File: src/rtl/seq_alu_exec.sv
// Sequential ALU execute stage: single-cycle ops finish in one cycle, shifts
// iterate one bit per cycle in a working register that doubles as the result.
module seq_alu_exec #(
  parameter int WIDTH = 32,
  parameter int SHW   = 5
) (
  input  logic             clk,
  input  logic             reset,
  input  logic             in_valid,
  output logic             in_ready,
  input  logic [3:0]       alu_ctrl,
  input  logic [WIDTH-1:0] src_a,
  input  logic [WIDTH-1:0] src_b,
  output logic             out_valid,
  input  logic             out_ready,
  output logic [WIDTH-1:0] result,
  output logic             zero,
  output logic             illegal
);

  localparam logic [3:0] OP_ADD  = 4'b0000;
  localparam logic [3:0] OP_SUB  = 4'b0001;
  localparam logic [3:0] OP_AND  = 4'b0010;
  localparam logic [3:0] OP_OR   = 4'b0011;
  localparam logic [3:0] OP_XOR  = 4'b0100;
  localparam logic [3:0] OP_SLT  = 4'b0101;
  localparam logic [3:0] OP_SLTU = 4'b0110;
  localparam logic [3:0] OP_SLL  = 4'b0111;
  localparam logic [3:0] OP_SRL  = 4'b1000;
  localparam logic [3:0] OP_SRA  = 4'b1001;

  typedef enum logic [1:0] {IDLE, SHIFT, DONE} state_t;

  state_t           state, state_nx;
  logic [WIDTH-1:0] res_q, res_nx;
  logic [SHW-1:0]   cnt_q, cnt_nx;
  logic [3:0]       op_q, op_nx;
  logic             ill_q, ill_nx;

  logic [WIDTH-1:0] alu_val;
  logic             is_ill, is_shift;
  logic [SHW-1:0]   shamt;

  assign shamt    = src_b[SHW-1:0];
  assign is_shift = (alu_ctrl == OP_SLL) || (alu_ctrl == OP_SRL) || (alu_ctrl == OP_SRA);

  // Shift codes yield src_a here: that is the shift-by-0 answer and the
  // starting value for the iterative path.
  always_comb begin
    alu_val = '0;
    is_ill  = 1'b0;
    case (alu_ctrl)
      OP_ADD:  alu_val = src_a + src_b;
      OP_SUB:  alu_val = src_a - src_b;
      OP_AND:  alu_val = src_a & src_b;
      OP_OR:   alu_val = src_a | src_b;
      OP_XOR:  alu_val = src_a ^ src_b;
      OP_SLT:  alu_val = {{(WIDTH-1){1'b0}}, ($signed(src_a) < $signed(src_b))};
      OP_SLTU: alu_val = {{(WIDTH-1){1'b0}}, (src_a < src_b)};
      OP_SLL, OP_SRL, OP_SRA: alu_val = src_a;
      default: is_ill = 1'b1;
    endcase
  end

  always_comb begin
    state_nx = state;
    res_nx   = res_q;
    cnt_nx   = cnt_q;
    op_nx    = op_q;
    ill_nx   = ill_q;
    case (state)
      IDLE: begin
        if (in_valid) begin
          op_nx  = alu_ctrl;
          ill_nx = is_ill;
          res_nx = alu_val;
          if (is_shift && shamt != '0) begin
            cnt_nx   = shamt;
            state_nx = SHIFT;
          end else begin
            state_nx = DONE;
          end
        end
      end
      SHIFT: begin
        // sra replicates the MSB each step, so the original sign persists
        case (op_q)
          OP_SLL:  res_nx = {res_q[WIDTH-2:0], 1'b0};
          OP_SRL:  res_nx = {1'b0, res_q[WIDTH-1:1]};
          default: res_nx = {res_q[WIDTH-1], res_q[WIDTH-1:1]};
        endcase
        cnt_nx = cnt_q - SHW'(1);
        if (cnt_q == SHW'(1)) state_nx = DONE;
      end
      DONE: begin
        if (out_ready) state_nx = IDLE;
      end
      default: state_nx = IDLE;
    endcase
  end

  always_ff @(posedge clk or posedge reset) begin
    if (reset) begin
      state <= IDLE;
      res_q <= '0;
      cnt_q <= '0;
      op_q  <= '0;
      ill_q <= 1'b0;
    end else begin
      state <= state_nx;
      res_q <= res_nx;
      cnt_q <= cnt_nx;
      op_q  <= op_nx;
      ill_q <= ill_nx;
    end
  end

  assign in_ready  = (state == IDLE);
  assign out_valid = (state == DONE);
  assign result    = res_q;
  assign zero      = (res_q == '0);
  assign illegal   = ill_q;

endmodule

File: config.mk
export PLATFORM = sky130hd
export DESIGN_NAME = seq_alu_exec
export DESIGN_NICKNAME = d
export VERILOG_FILES = /design/src/rtl/seq_alu_exec.sv
export SDC_FILE = /design/constraint.sdc
export NUM_CORES = 1
export LEC_CHECK = 0
export ABC_AREA = 1
export BUFFER_PORTS_ARGS = -buffer_cell sky130_fd_sc_hd__buf_2
export CAP_MARGIN = 20
export CORE_MARGIN = 3
export CORE_UTILIZATION = 58
export CTS_BUF_LIST = sky130_fd_sc_hd__clkbuf_8
export CTS_CLUSTER_DIAMETER = 50
export DETAILED_ROUTE_END_ITERATION = 8
export GPL_TIMING_DRIVEN = 0
export PLACE_DENSITY = 0.79
export SYNTH_ARGS = -nofsm -noshare
export SYNTH_HDL_FRONTEND = slang
export SYNTH_SLANG_ARGS = --single-unit
File: constraint.sdc
create_clock -name clk -period 5.4 [get_ports clk]
set_clock_uncertainty 0.15 [all_clocks]
set_input_delay 1.08 -clock clk [delete_from_list [all_inputs] [get_ports clk]]
set_output_delay 1.08 -clock clk [all_outputs]
set_load 0.02 [all_outputs]
==> run summary, run 1 <==
HP Class: flip-flop to flip-flop
total iterations of the first detailed-routing run: 5
Clock power frac: 9.9%
Layout area overhead: 10.00%
post-synthesis sequential area ratio: 11.78%
Setup TNS: 0 ns
worst slew pin tran: 0.9206 ns
Net Count, Synth: 1,886
hold buffer count at cts: 0
Clock Path Buffers: 2
RSZ-0062 raised after global routing: false
first-pass GRT wire length: 53,700 µm
most common cell after layout, fill and taps aside: nand2_1
reg2reg path depth: 9
crit path DAT: 3.30 ns
postcts setup bufs: 0
DRT iter0 DRCs: 1,316
die width: 132.9 µm
Post-synth EDFFs: 0
Worst EP required: 5.43 ns
final setup fails: 0
Seq pwr share: 25.3%
total CTS buffers: 5
fin util: 66.38%
Hold Crit Start: op_q[2]$_DFFE_PP0P_
Die H: 132.9 µm
post-route minimum period: 3.267 ns
number of vias per cell: 5.663
gr usage total: 38.06%
pwr dens: 267.1 mW/mm²
antenna-violating nets left: 0
Avg WL per Cell: 17.14 µm
GP Congestion: 1.058
Max-Cap Viols: 0
DRT Wirelength: 34,680 µm
Hold Violations, Final: 0
Power Internal: 0.001204 W
Fmax: 0.3061 GHz
Final period util: 60.50%
most frequent cells in the layout: nand2_1, inv_1, nor2_1, buf_2, nand3_1
critical path peak fanout: 4
leakage power: 6.171 nW
hold depth: 2
clock transition at the registers of the reported paths: 0.10 ns
synth warn: 0
DRC Markers: 0
TritonCTS clock tree: built
Core Rows: 45
Most used DFF post-synth: dfrtp_1
HPWL after DPL: 28,660 µm
reg2reg setup slack: 3.05 ns
Max-slew headroom: 38.15%
Setup crit start kind: input port
largest net degree at the start of global routing: 40
Unique masters post-synth: 45
Clock Root Buffer: clkbuf_8
layout net count: 2,001
post-cts sizing count: 0
Switch Pwr: 0.001541 W
DP Cell Count: 2,016
Port Buffers: 107
worst hold endpoint: op_q[2]$_DFFE_PP0P_
routed vias: 11,461
Core Area: 0.01548 mm²
Slew Viols, Final: 0
async set-reset flop share out of synthesis: 100.0%
initial core utilization: 60.35%
Place WS: 1.892 ns
Post-Layout Cell Count: 2,024
post-synthesis cell count: 1,697
htree depth: 2
number of antenna cells inserted: 0
VDD IR max: 283.7 µV
crit path kind: input port to flip-flop
r2r endpoint: result[7]$_DFFE_PP0P_
die area: 0.01767 mm²
layout cells sized above 1: 10.48%
insertion delay to the later sink of the worst-skew pair: 0.32 ns
worst setup margin: 2.133 ns
IO Count: 108
mapped cell area: 0.009344 mm²
initial antenna violation count: 0
Switching Share: 56.14%
Min Hold Slack: 0.3664 ns
status: completed
post-synthesis register bit count: 44
endpoint class of the critical path: flip-flop
Comb pwr share: 64.8%
syn_area_per_cell: 5.506 µm²
global route total overflow: 0
RR Startpoint: state[0]$_DFFE_PP0P_
CTS Sinks: 44
vias in the first global route: 10,244
-- per-layer routing --
metal	GRT usage, %	vias to the layer above	part of all wire (%)
met5	0	-	0
met4	18.94	0	6.5
met3	6.464	126	10
met2	60.27	683	43
met1	50.00	5084	40
li1	-	5568	-
-- flip-flops by register name, indices dropped and copies added, names as in the netlist --
| register | cells |
|---|---|
| result | 32 |
| state | 2 |
| illegal | 1 |
| op_q | 4 |
| cnt_q | 5 |
-- synth_stat cells (10+ instances only) --
cell type / instances / area, µm²
nand2_1: 529 / 1986
inv_1: 340 / 1276
nor2_1: 141 / 529.3
nand3_1: 119 / 595.6
ha_1: 115 / 1439
o21ai_0: 86 / 430.4
a21oi_1: 84 / 420.4
dfrtp_1: 44 / 1101
buf_2: 31 / 155.2
o22ai_1: 26 / 162.7
nand4_1: 16 / 100.1
nor3_1: 16 / 80.08
nor4_1: 14 / 87.58
a221oi_1: 11 / 96.34
clkbuf_1: 11 / 41.29
o221ai_1: 10 / 87.58
-- cells by family after synthesis --
| kind of cell | count (synthesis) | share of synthesized area [%] |
|---|---|---|
| and+or+nand+nor | 864 | 38.42 |
| buffers and inverters | 402 | 16.90 |
| AOI/OAI and AO/OA | 266 | 16.70 |
| adders and majority gates | 117 | 15.83 |
| DFF | 44 | 11.78 |
| xor gates and xnor gates | 4 | 0.3750 |
-- layout make-up --
class / count / area, µm²
Multi-Input combinational cell: 1251 / 6664
Fill cell: 1566 / 5205
Inverter: 348 / 1306
Sequential cell: 44 / 1101
Timing Repair Buffer: 108 / 555.5
Buffer: 54 / 272.8
Tap cell: 211 / 264.0
Clock buffer: 5 / 68.82
Clock inverter: 3 / 46.29
-- power groups by stage --
stage	Clock, W	Combinational [W]	Sequential [W]
after floorplan	0	0.00105	0.000782
after CTS	0.000272	0.00174	0.000681
final	0.000272	0.00178	0.000694
after global routing	0.000284	0.00196	0.000712
after global placement	0	0.00170	0.000680
after detailed placement	0	0.00174	0.000686
-- stage by stage --
step           total power (W)  area [µm²]
4_1_cts               0.002697       10280
3_5_place_dp          0.002422       10160
5_1_grt               0.002959       10280
2_1_floorplan         0.001830        9344
6_report              0.002746       10280
3_3_place_gp          0.002378       10140
-- critical path, stage by stage --
cell and delay, ns:
buf_2 0.12, ha_1 0.25, inv_1 0.10, fa_1 0.42, inv_1 0.13, nand2_1 0.08, nand3_2 0.09, nand3_1 0.12
nand2_1 0.21, nand2_1 0.07, nand3_1 0.07, nand3b_1 0.13, o21ai_0 0.28, a21boi_0 0.13
-- worst max-delay path by stage --
stage	endpoint	cells after the start	startpoint	slack [ns]
2_1_floorplan	result[20]$_DFFE_PP0P_	15	src_a[0]	2.52
3_3_place_gp	result[8]$_DFFE_PP0P_	14	src_a[0]	1.91
3_5_place_dp	result[8]$_DFFE_PP0P_	14	src_a[0]	1.89
4_1_cts	result[8]$_DFFE_PP0P_	14	src_b[0]	2.22
5_1_grt	result[21]$_DFFE_PP0P_	17	src_b[4]	1.99
6_report	result[14]$_DFFE_PP0P_	14	src_b[0]	2.13
(Power assumes the default switching activity.)
==> inputs of run 2 (changes only) <==
--- a/config.mk
+++ b/config.mk
@@ -9,12 +9,12 @@
 export BUFFER_PORTS_ARGS = -buffer_cell sky130_fd_sc_hd__buf_2
 export CAP_MARGIN = 20
 export CORE_MARGIN = 3
-export CORE_UTILIZATION = 58
+export CORE_UTILIZATION = 56
 export CTS_BUF_LIST = sky130_fd_sc_hd__clkbuf_8
 export CTS_CLUSTER_DIAMETER = 50
 export DETAILED_ROUTE_END_ITERATION = 8
 export GPL_TIMING_DRIVEN = 0
-export PLACE_DENSITY = 0.79
+export PLACE_DENSITY = 0.8
 export SYNTH_ARGS = -nofsm -noshare
 export SYNTH_HDL_FRONTEND = slang
 export SYNTH_SLANG_ARGS = --single-unit
==> constraint.sdc (replaced) <==
create_clock -name clk -period 3 [get_ports clk]
set_clock_uncertainty 0.15 [all_clocks]
set_input_delay 0.6 -clock clk [delete_from_list [all_inputs] [get_ports clk]]
set_output_delay 0.6 -clock clk [all_outputs]
set_load 0.02 [all_outputs]
==> run 2 against run 1 <==
  * Global-route usage grew 0.25 points
  * Core utilization is 2.4 points lower
  * Power is 82% higher
  * Cell count grew 0.30%
  * Clock-buffer cell count is 1 higher
  * Critical path depth grew 2
  * Clock power up 86%
  * Setup slack got worse by 2.0 ns
  * Sequential cell count unchanged
  * Hold slack worse by 0.019 ns
  * First-iteration DRC count up 2.9%
  * Largest power group unchanged
  * Non-clock buffer count up 1
==> run summary, run 2 (synthesis results as in run 1) <==
pwr dens: 484.8 mW/mm²
cells along the critical path: buf_2 > inv_1 > ha_1 > nand2_1 > nor2_1 > nand2_1 > nand3_1 > nand2_1 > nand2_1 > nand2_1 > nand2_1 > nand2_1 > nand3_1 > nand3_1 > nand2_1 > a21boi_1
Hold Crit Start: illegal$_DFFE_PP0P_
Max-slew headroom: 34.78%
IO Count: 108
reg2reg path depth: 9
Core Area: 0.01612 mm²
GP Congestion: 1.039
r2r endpoint: result[7]$_DFFE_PP0P_
most common cell after layout, fill and taps aside: nand2_1
worst slew pin tran: 0.9708 ns
number of antenna cells inserted: 0
layout net count: 2,002
Avg WL per Cell: 17.63 µm
Slew Viols, Final: 0
reg2reg setup slack: 0.65 ns
delay-heaviest family, CP: simple AND/OR/NAND/NOR gates
Worst EP required: 3.05 ns
leakage power: 6.181 nW
worst hold endpoint: illegal$_DFFE_PP0P_
Crit path buffers/inverters: 2
die area: 0.01827 mm²
max FFs per register: 32
gr usage total: 38.32%
CP max stage cell: ha_1
endpoint class of the critical path: flip-flop
Final Total Pwr: 0.004996 W
Hold Violations, Final: 0
post-route minimum period: 2.850 ns
Clock Root Buffer: clkbuf_8
most frequent cells in the layout: nand2_1, inv_1, nor2_1, buf_2, nand3_1
DRT iter0 DRCs: 1,354
Setup crit start kind: input port
HP Class: flip-flop to flip-flop
htree depth: 2
TritonCTS clock tree: built
Clock Path Buffers: 2
total CTS buffers: 5
insertion delay to the later sink of the worst-skew pair: 0.32 ns
Post-Layout Cell Count: 2,030
DRC Markers: 0
total iterations of the first detailed-routing run: 6
antenna-violating nets left: 0
fillers: 1,693
Max stage delay on crit path: 0.42 ns
Layout area overhead: 10.30%
Max-Cap Viols: 0
clock transition at the registers of the reported paths: 0.09 ns
HPWL after DPL: 29,240 µm
number of vias per cell: 5.633
Port Buffers: 107
RR Startpoint: state[0]$_DFFE_PP0P_
RSZ-0062 raised after global routing: false
Die H: 135.2 µm
global route total overflow: 0
initial antenna violation count: 0
CTS Sinks: 44
hold depth: 2
initial core utilization: 57.98%
layout cells sized above 1: 10.58%
DP Cell Count: 2,021
crit path kind: input port to flip-flop
crit path DAT: 2.90 ns
VDD IR max: 637.5 µV
DRT Wirelength: 35,780 µm
first-pass GRT wire length: 55,020 µm
Final period util: 95.00%
most frequent CP cell: nand2_1
status: completed
die width: 135.2 µm
critical path peak fanout: 7
vias in the first global route: 10,523
routed vias: 11,436
Core Rows: 46
Setup TNS: 0 ns
final setup fails: 0
largest net degree at the start of global routing: 41
Fmax: 0.3509 GHz
## run 2: cell types whose count changed in the layout (fill, tap and decap cells not counted), sizes merged
cell         before  now
clkinv            0    1
clkinvlp          1    0
inv             349  348
clkbuf           20   21
dlygate4sd3       0    1
## run 2: timing repair
action	CTS	global route
hold endpoints to repair	3	0
gates resized for setup	0	2
setup buffers	0	0
setup endpoints to repair	0	2
hold buffers	1	0
## run 2: metal layers
layer	track usage [%]	routed length, µm
met1	49.52	14060
met2	61.86	15770
met3	5.758	3681
met4	20.16	2267
met5	0	0
## run 2: cell type report
cell class / count / area [µm²] / share of cell area (%)
multi-input cells: 1251 / 6669 / 64.71
inverters: 348 / 1306 / 12.67
flip-flops and latches: 44 / 1101 / 10.68
repair buffers: 109 / 565.5 / 5.487
plain buffers: 54 / 272.8 / 2.647
well taps: 216 / 270.3 / 2.622
clock buffers: 6 / 82.58 / 0.8013
clock inverters: 2 / 38.79 / 0.3764
## run 2: how the worst max path moves through the flow
| stage | start | end | slack, ns | cells after the start |
|---|---|---|---|---|
| global placement | src_a[0] | result[8]$_DFFE_PP0P_ | -0.12 | 14 |
| CTS | src_a[0] | result[8]$_DFFE_PP0P_ | 0.20 | 14 |
| finish | src_b[4] | result[21]$_DFFE_PP0P_ | 0.15 | 16 |
| detailed placement | src_a[0] | result[8]$_DFFE_PP0P_ | -0.12 | 14 |
| floorplan | src_a[0] | result[20]$_DFFE_PP0P_ | 0.60 | 15 |
| global route | src_b[4] | result[21]$_DFFE_PP0P_ | 0.06 | 15 |
## run 2: per-stage QoR
| stage | cell area [µm²] | setup slack, ns | hold WS (ns) | util (%) |
|---|---|---|---|---|
| 4_1_cts | 10300 | 0.2019 | 0.3420 | 63.92 |
| 2_1_floorplan | 9344 | 0.6002 | 0.3030 | - |
| 6_report | 10310 | 0.1499 | 0.3477 | 63.95 |
| 3_3_place_gp | 10150 | -0.1183 | 0.3240 | 62.98 |
| 5_1_grt | 10310 | 0.06313 | 0.3774 | 63.95 |
| 3_5_place_dp | 10170 | -0.1209 | 0.3205 | 63.11 |
## run 2: worst reg2reg max path, cell delays in order, from the launching register on
cell and delay, ns:
dfrtp_1 0.45, inv_1 0.08, nor2_1 0.07, inv_1 0.08
clkbuf_1 0.42, clkbuf_1 0.49, o21ai_0 0.26, o21ai_0 0.15
nand2_1 0.08, nand2_1 0.08
## run 2: report_power, final
part	internal, W	leakage (nW)	switching (W)	total [W]
Combinational	0.00103	5.59	0.00221	0.00324
Clock	0.000273	0.0614	0.000234	0.000507
Sequential	0.000888	0.530	0.000364	0.00125
